===== src/rtl/sar_conv_sequencer.sv =====
// SAR ADC conversion sequencer: sample/strobe/settle timing, result capture; SAR_SEQ_CONVCNT_EN adds a conversion counter.
// Latency: with immediate comparator decisions dout_valid rises 1+SAMPLE_CYCLES+2*NBITS edges after start is sampled.
// Backpressure: a result loaded while dout is unconsumed overwrites it and sets sticky overrun; conversions never stall.
module sar_conv_sequencer #(
   parameter int NBITS         = 8,
   parameter int SAMPLE_CYCLES = 4,
   parameter int CMP_TIMEOUT   = 15
) (
   input  logic             clk,
   input  logic             rst,
   input  logic             start,
   input  logic             cont,
   input  logic             op,
   input  logic             om,
   input  logic [NBITS-1:0] d_in,
   output logic             sample,
   output logic             sar_rst,
   output logic             sar_en,
   output logic             cmp_clk,
   output logic             busy,
   output logic [NBITS-1:0] dout,
   output logic             dout_valid,
   input  logic             dout_ready,
   output logic             overrun,
   output logic             timeout_err,
   input  logic             err_clr,
   output logic [15:0]      conv_count
);

   localparam int BW = $clog2(NBITS + 1);
   localparam int SW = $clog2(SAMPLE_CYCLES + 1);
   localparam int TW = $clog2(CMP_TIMEOUT + 1);
   localparam logic [BW-1:0] BIT_LAST  = BW'(NBITS);
   localparam logic [SW-1:0] SAMP_LAST = SW'(SAMPLE_CYCLES - 1);
   localparam logic [TW-1:0] TMO_LAST  = TW'(CMP_TIMEOUT - 1);

   typedef enum logic [2:0] {
      S_IDLE,
      S_RESET,
      S_SAMPLE,
      S_STROBE,
      S_SETTLE
   } state_t;

   state_t        state, state_nxt;
   logic [BW-1:0] bit_cnt, bit_cnt_nxt;
   logic [SW-1:0] samp_cnt, samp_cnt_nxt;
   logic [TW-1:0] tmo_cnt, tmo_cnt_nxt;
   logic          load;
   logic          tmo_hit;

   always_comb begin
      state_nxt    = state;
      bit_cnt_nxt  = bit_cnt;
      samp_cnt_nxt = samp_cnt;
      tmo_cnt_nxt  = tmo_cnt;
      load         = 1'b0;
      tmo_hit      = 1'b0;
      case (state)
         S_IDLE: begin
            if (start | cont) state_nxt = S_RESET;
         end
         S_RESET: begin
            bit_cnt_nxt  = '0;
            samp_cnt_nxt = '0;
            tmo_cnt_nxt  = '0;
            state_nxt    = S_SAMPLE;
         end
         S_SAMPLE: begin
            if (samp_cnt == SAMP_LAST) state_nxt = S_STROBE;
            else                       samp_cnt_nxt = samp_cnt + SW'(1);
         end
         S_STROBE: begin
            // op=om=1 is a comparator fault, not a decision
            if (op ^ om) begin
               state_nxt   = S_SETTLE;
               bit_cnt_nxt = bit_cnt + BW'(1);
               tmo_cnt_nxt = '0;
            end else if (tmo_cnt == TMO_LAST) begin
               state_nxt   = S_IDLE;
               tmo_hit     = 1'b1;
               tmo_cnt_nxt = '0;
            end else begin
               tmo_cnt_nxt = tmo_cnt + TW'(1);
            end
         end
         S_SETTLE: begin
            if (bit_cnt == BIT_LAST) begin
               load      = 1'b1;
               state_nxt = cont ? S_RESET : S_IDLE;
            end else begin
               state_nxt = S_STROBE;
            end
         end
         default: state_nxt = S_IDLE;
      endcase
   end

   always_ff @(posedge clk) begin
      if (rst) begin
         state    <= S_IDLE;
         bit_cnt  <= '0;
         samp_cnt <= '0;
         tmo_cnt  <= '0;
      end else begin
         state    <= state_nxt;
         bit_cnt  <= bit_cnt_nxt;
         samp_cnt <= samp_cnt_nxt;
         tmo_cnt  <= tmo_cnt_nxt;
      end
   end

   always_ff @(posedge clk) begin
      if (rst) begin
         dout        <= '0;
         dout_valid  <= 1'b0;
         overrun     <= 1'b0;
         timeout_err <= 1'b0;
      end else begin
         if (load) begin
            dout       <= d_in;
            dout_valid <= 1'b1;
         end else if (dout_valid & dout_ready) begin
            dout_valid <= 1'b0;
         end
         // a same-cycle set wins over err_clr
         if (load & dout_valid & ~dout_ready) overrun <= 1'b1;
         else if (err_clr)                     overrun <= 1'b0;
         if (tmo_hit)      timeout_err <= 1'b1;
         else if (err_clr) timeout_err <= 1'b0;
      end
   end

`ifdef SAR_SEQ_CONVCNT_EN
   always_ff @(posedge clk) begin
      if (rst)       conv_count <= '0;
      else if (load) conv_count <= conv_count + 16'd1;
   end
`else
   assign conv_count = 16'd0;
`endif

   assign sar_rst = (state == S_IDLE) | (state == S_RESET);
   assign busy    = (state != S_IDLE);
   assign sample  = (state == S_SAMPLE);
   assign cmp_clk = (state == S_STROBE);
   assign sar_en  = (state == S_STROBE);

endmodule

===== config.mk =====
export PLATFORM = sky130hd
export DESIGN_NAME = sar_conv_sequencer
export DESIGN_NICKNAME = d
export VERILOG_FILES = /design/src/rtl/sar_conv_sequencer.sv
export SDC_FILE = /design/constraint.sdc
export NUM_CORES = 1
export LEC_CHECK = 0
export CAP_MARGIN = 5
export CORE_MARGIN = 4
export CORE_UTILIZATION = 50
export CTS_BUF_LIST = sky130_fd_sc_hd__clkbuf_4 sky130_fd_sc_hd__clkbuf_8
export DETAILED_ROUTE_END_ITERATION = 10
export GPL_TIMING_DRIVEN = 1
export PLACE_DENSITY = 0.86
export SYNTH_ARGS = -nofsm -noshare
export SYNTH_HDL_FRONTEND = slang
export SYNTH_SLANG_ARGS = --single-unit

===== constraint.sdc =====
create_clock -name clk -period 4.6 [get_ports clk]
set_input_delay 1.38 -clock clk [delete_from_list [all_inputs] [get_ports clk]]
set_output_delay 1.38 -clock clk [all_outputs]
set_load 0.01 [all_outputs]

==> metrics <==
first-pass GRT wire length roughly 4.5 mm; GRT Total Usage about 17%; # Post-CTS Setup Buffers 0; DR vias/cell around 5.1; TritonCTS clock tree built; Yosys cell types 37; critical path endpoint category output pin; CTS max path bufs 2; vias in the first global route about 1000; gp weighted congestion between 0.7 and 0.8; Final setup violation count 0; met3 WL a little under 200 um; Worst Skew between 0.01 and 0.015 ns; Worst-path clk slew roughly 0.15 ns; Pre-antenna DRT Iters 4; CTS Buf Count 3; top cells by count, synth dfxtp_1 (25), nor2_1 (20), buf_4 (19); initial antenna violation count 0; Crit Path Category reg -> out; layout cell share with drive strength beyond 1 roughly 5.5%; total power approximately 0.5 mW; Worst slew margin 43.6%; M1 WL around 1.1 mm; register area 500 um^2; via count around 1100; min Tclk post-route about 3.5 ns; CTS H-tree lvls 1; worst path arrival time about 2.1 ns; Synth area leader dfxtp_1; maximum fanout along the worst path 16; Die Wd between 60 and 70 um; largest net degree at the start of global routing 25; Post-CTS Hold Fix Bufs 0; most frequent cell after synthesis dfxtp_1; Port Buffers 31; Seq/Total Area, Yosys a little over a third; required time of the critical path 3.22 ns; Initial Util a little over half; DPL Wire Length 2.08 mm; Post-synth EDFFs 0; Antenna Nets Post-Route 0; Tcrit/Tclk final roughly three quarters; nets around 210; DRC 0; Synth Flop Type dfxtp_1; Fillers approximately 210; synthesized area per cell 8.80 um^2; # resized after CTS 0; metal2 WL roughly 1.4 mm; unrepaired setup endpoints after global routing no; setup tns final 0 ns; Clock Latency Late Sink 0.33 ns; asr flop ratio synth 0%; Synth Cell Area about 0.0014 mm^2; LEAKAGE approximately 0.7 nW; worst hold path class reg -> reg; Yosys top cell area share 36.5%; Peak VDD IR around 0.26 mV; Yosys warning total 0; Hold Fails Final Rpt 0; DRT Wirelength roughly 2.7 mm; chip height a little over 60 um; Yosys reg bits 25; fmax 0.289 GHz; Worst-Margin Slew 0.843 ns; pwr/cell area approximately 310 mW/mm^2; largest cells by area after synthesis dfxtp_1 (36%), buf_4 (10%), mux2i_1 (7.3%), ha_1 (5.5%), nor2_1 (5.5%); overflow left after global routing 0; Core Area ~0.0025 mm^2; Diodes inserted 0; std cell rows 18; max cap viols 0; clock sinks 25; Top Metal Used met4; status finished clean; Area Growth Syn to Fin 20.0%; root buf cell clkbuf_4; I/O Pins between 40 and 50; area of the multi-input gates 738 um^2; wire per inst ~13 um; die area about 0.0036 mm^2; startpoint class of the critical path flip-flop; Mapped Cells about 160; final max-slew violation count 0; DRT iter0 DRCs 30
[worst max-delay path: stages, from the launching register on]
cell and delay, ns:
dfxtp_1 0.68, or3b_1 0.44, inv_1 0.09, clkdlybuf4s50_1 0.53
[layout by cell type (no fill, tap or decap), types with 2 or more instances in the layout]
cell | Yosys | final
nand4_1 | 2 | 2
nand2_1 | 3 | 3
or3b_1 | 2 | 2
inv_1 | 8 | 8
nand2b_1 | 6 | 6
nor2_1 | 20 | 20
conb_1 | 1 | 16
nand3_1 | 6 | 6
clkbuf_4 | 0 | 3
dfxtp_1 | 25 | 25
ha_1 | 6 | 6
mux2i_1 | 10 | 10
a21oi_1 | 10 | 10
xnor2_1 | 2 | 2
nor3_1 | 5 | 5
clkdlybuf4s50_1 | 0 | 31
or3_1 | 2 | 2
a21o_1 | 2 | 2
a311oi_1 | 2 | 2
nor2b_1 | 4 | 4
o21ai_0 | 2 | 2
[cell families (layout without fill, tap and decap cells)]
logic type | after synthesis | in the layout | share of synthesized area (%)
compound gates | 23 | 23 | 11.6
xor+xnor | 4 | 4 | 3.10
fa+ha+maj | 6 | 6 | 5.47
buf+inv | 31 | 43 | 13.9
flops | 25 | 25 | 36.5
mux | 10 | 10 | 7.29
other cells | 1 | 16 | 0.273
simple gates | 56 | 56 | 22.0
[flip-flops by register name (all words and copies together), names as in the netlist]
register and count:
overrun 1, state 3, timeout_err 1, tmo_cnt 4, bit_cnt 4, samp_cnt 3, dout 8, dout_valid 1
[power by group]
group          switching [mW]  total, mW  internal (mW)  leakage [nW]
Clock                  0.0700      0.103         0.0333        0.0139
Sequential             0.0266      0.253          0.227         0.202
Combinational          0.0787      0.158         0.0797         0.487
[routing by layer]
| layer | GRT usage (%) | up-vias |
|---|---|---|
| li1 | - | 547 |
| met1 | 18.3 | 495 |
| met2 | 29.6 | 38 |
| met3 | 4.47 | 3 |
| met4 | 7.59 | 0 |
| met5 | 0 | - |
[metrics by stage]
| stage | instances | hold WS (ns) | worst slack, ns | cell area, um^2 | util [%] |
|---|---|---|---|---|---|
| floorplan | 171 | 0.449 | 2.26 | 1430 | - |
| global placement | 209 | 0.462 | 1.55 | 1620 | 63.5 |
| detailed placement | 209 | 0.472 | 1.52 | 1620 | 63.5 |
| CTS | 213 | 0.495 | 1.12 | 1650 | 64.7 |
| global route | 213 | 0.522 | 1.06 | 1650 | 64.7 |
| finish | 213 | 0.494 | 1.14 | 1650 | 64.7 |
[worst paths after layout]
check                           start                        to  slack [ns]  cells after the start
min reg2reg  samp_cnt[1]$_SDFFE_PP0P_  samp_cnt[1]$_SDFFE_PP0P_        0.49                      2
max             state[1]$_SDFFE_PP0P_                    sample        1.14                      3
min          samp_cnt[1]$_SDFFE_PP0P_  samp_cnt[1]$_SDFFE_PP0P_        0.49                      2
max reg2reg   bit_cnt[0]$_SDFFE_PP0P_      dout[5]$_SDFFE_PP0P_        2.86                      6
[layout make-up]
class,instances,area share [%]
well taps,30,2.28
flip-flops and latches,25,30.4
clock buffers,3,1.37
inverters,8,1.82
clock inverters,1,0.456
multi-input cells,115,44.8
repair buffers,31,18.8
Power figures use the tool's default switching activity.
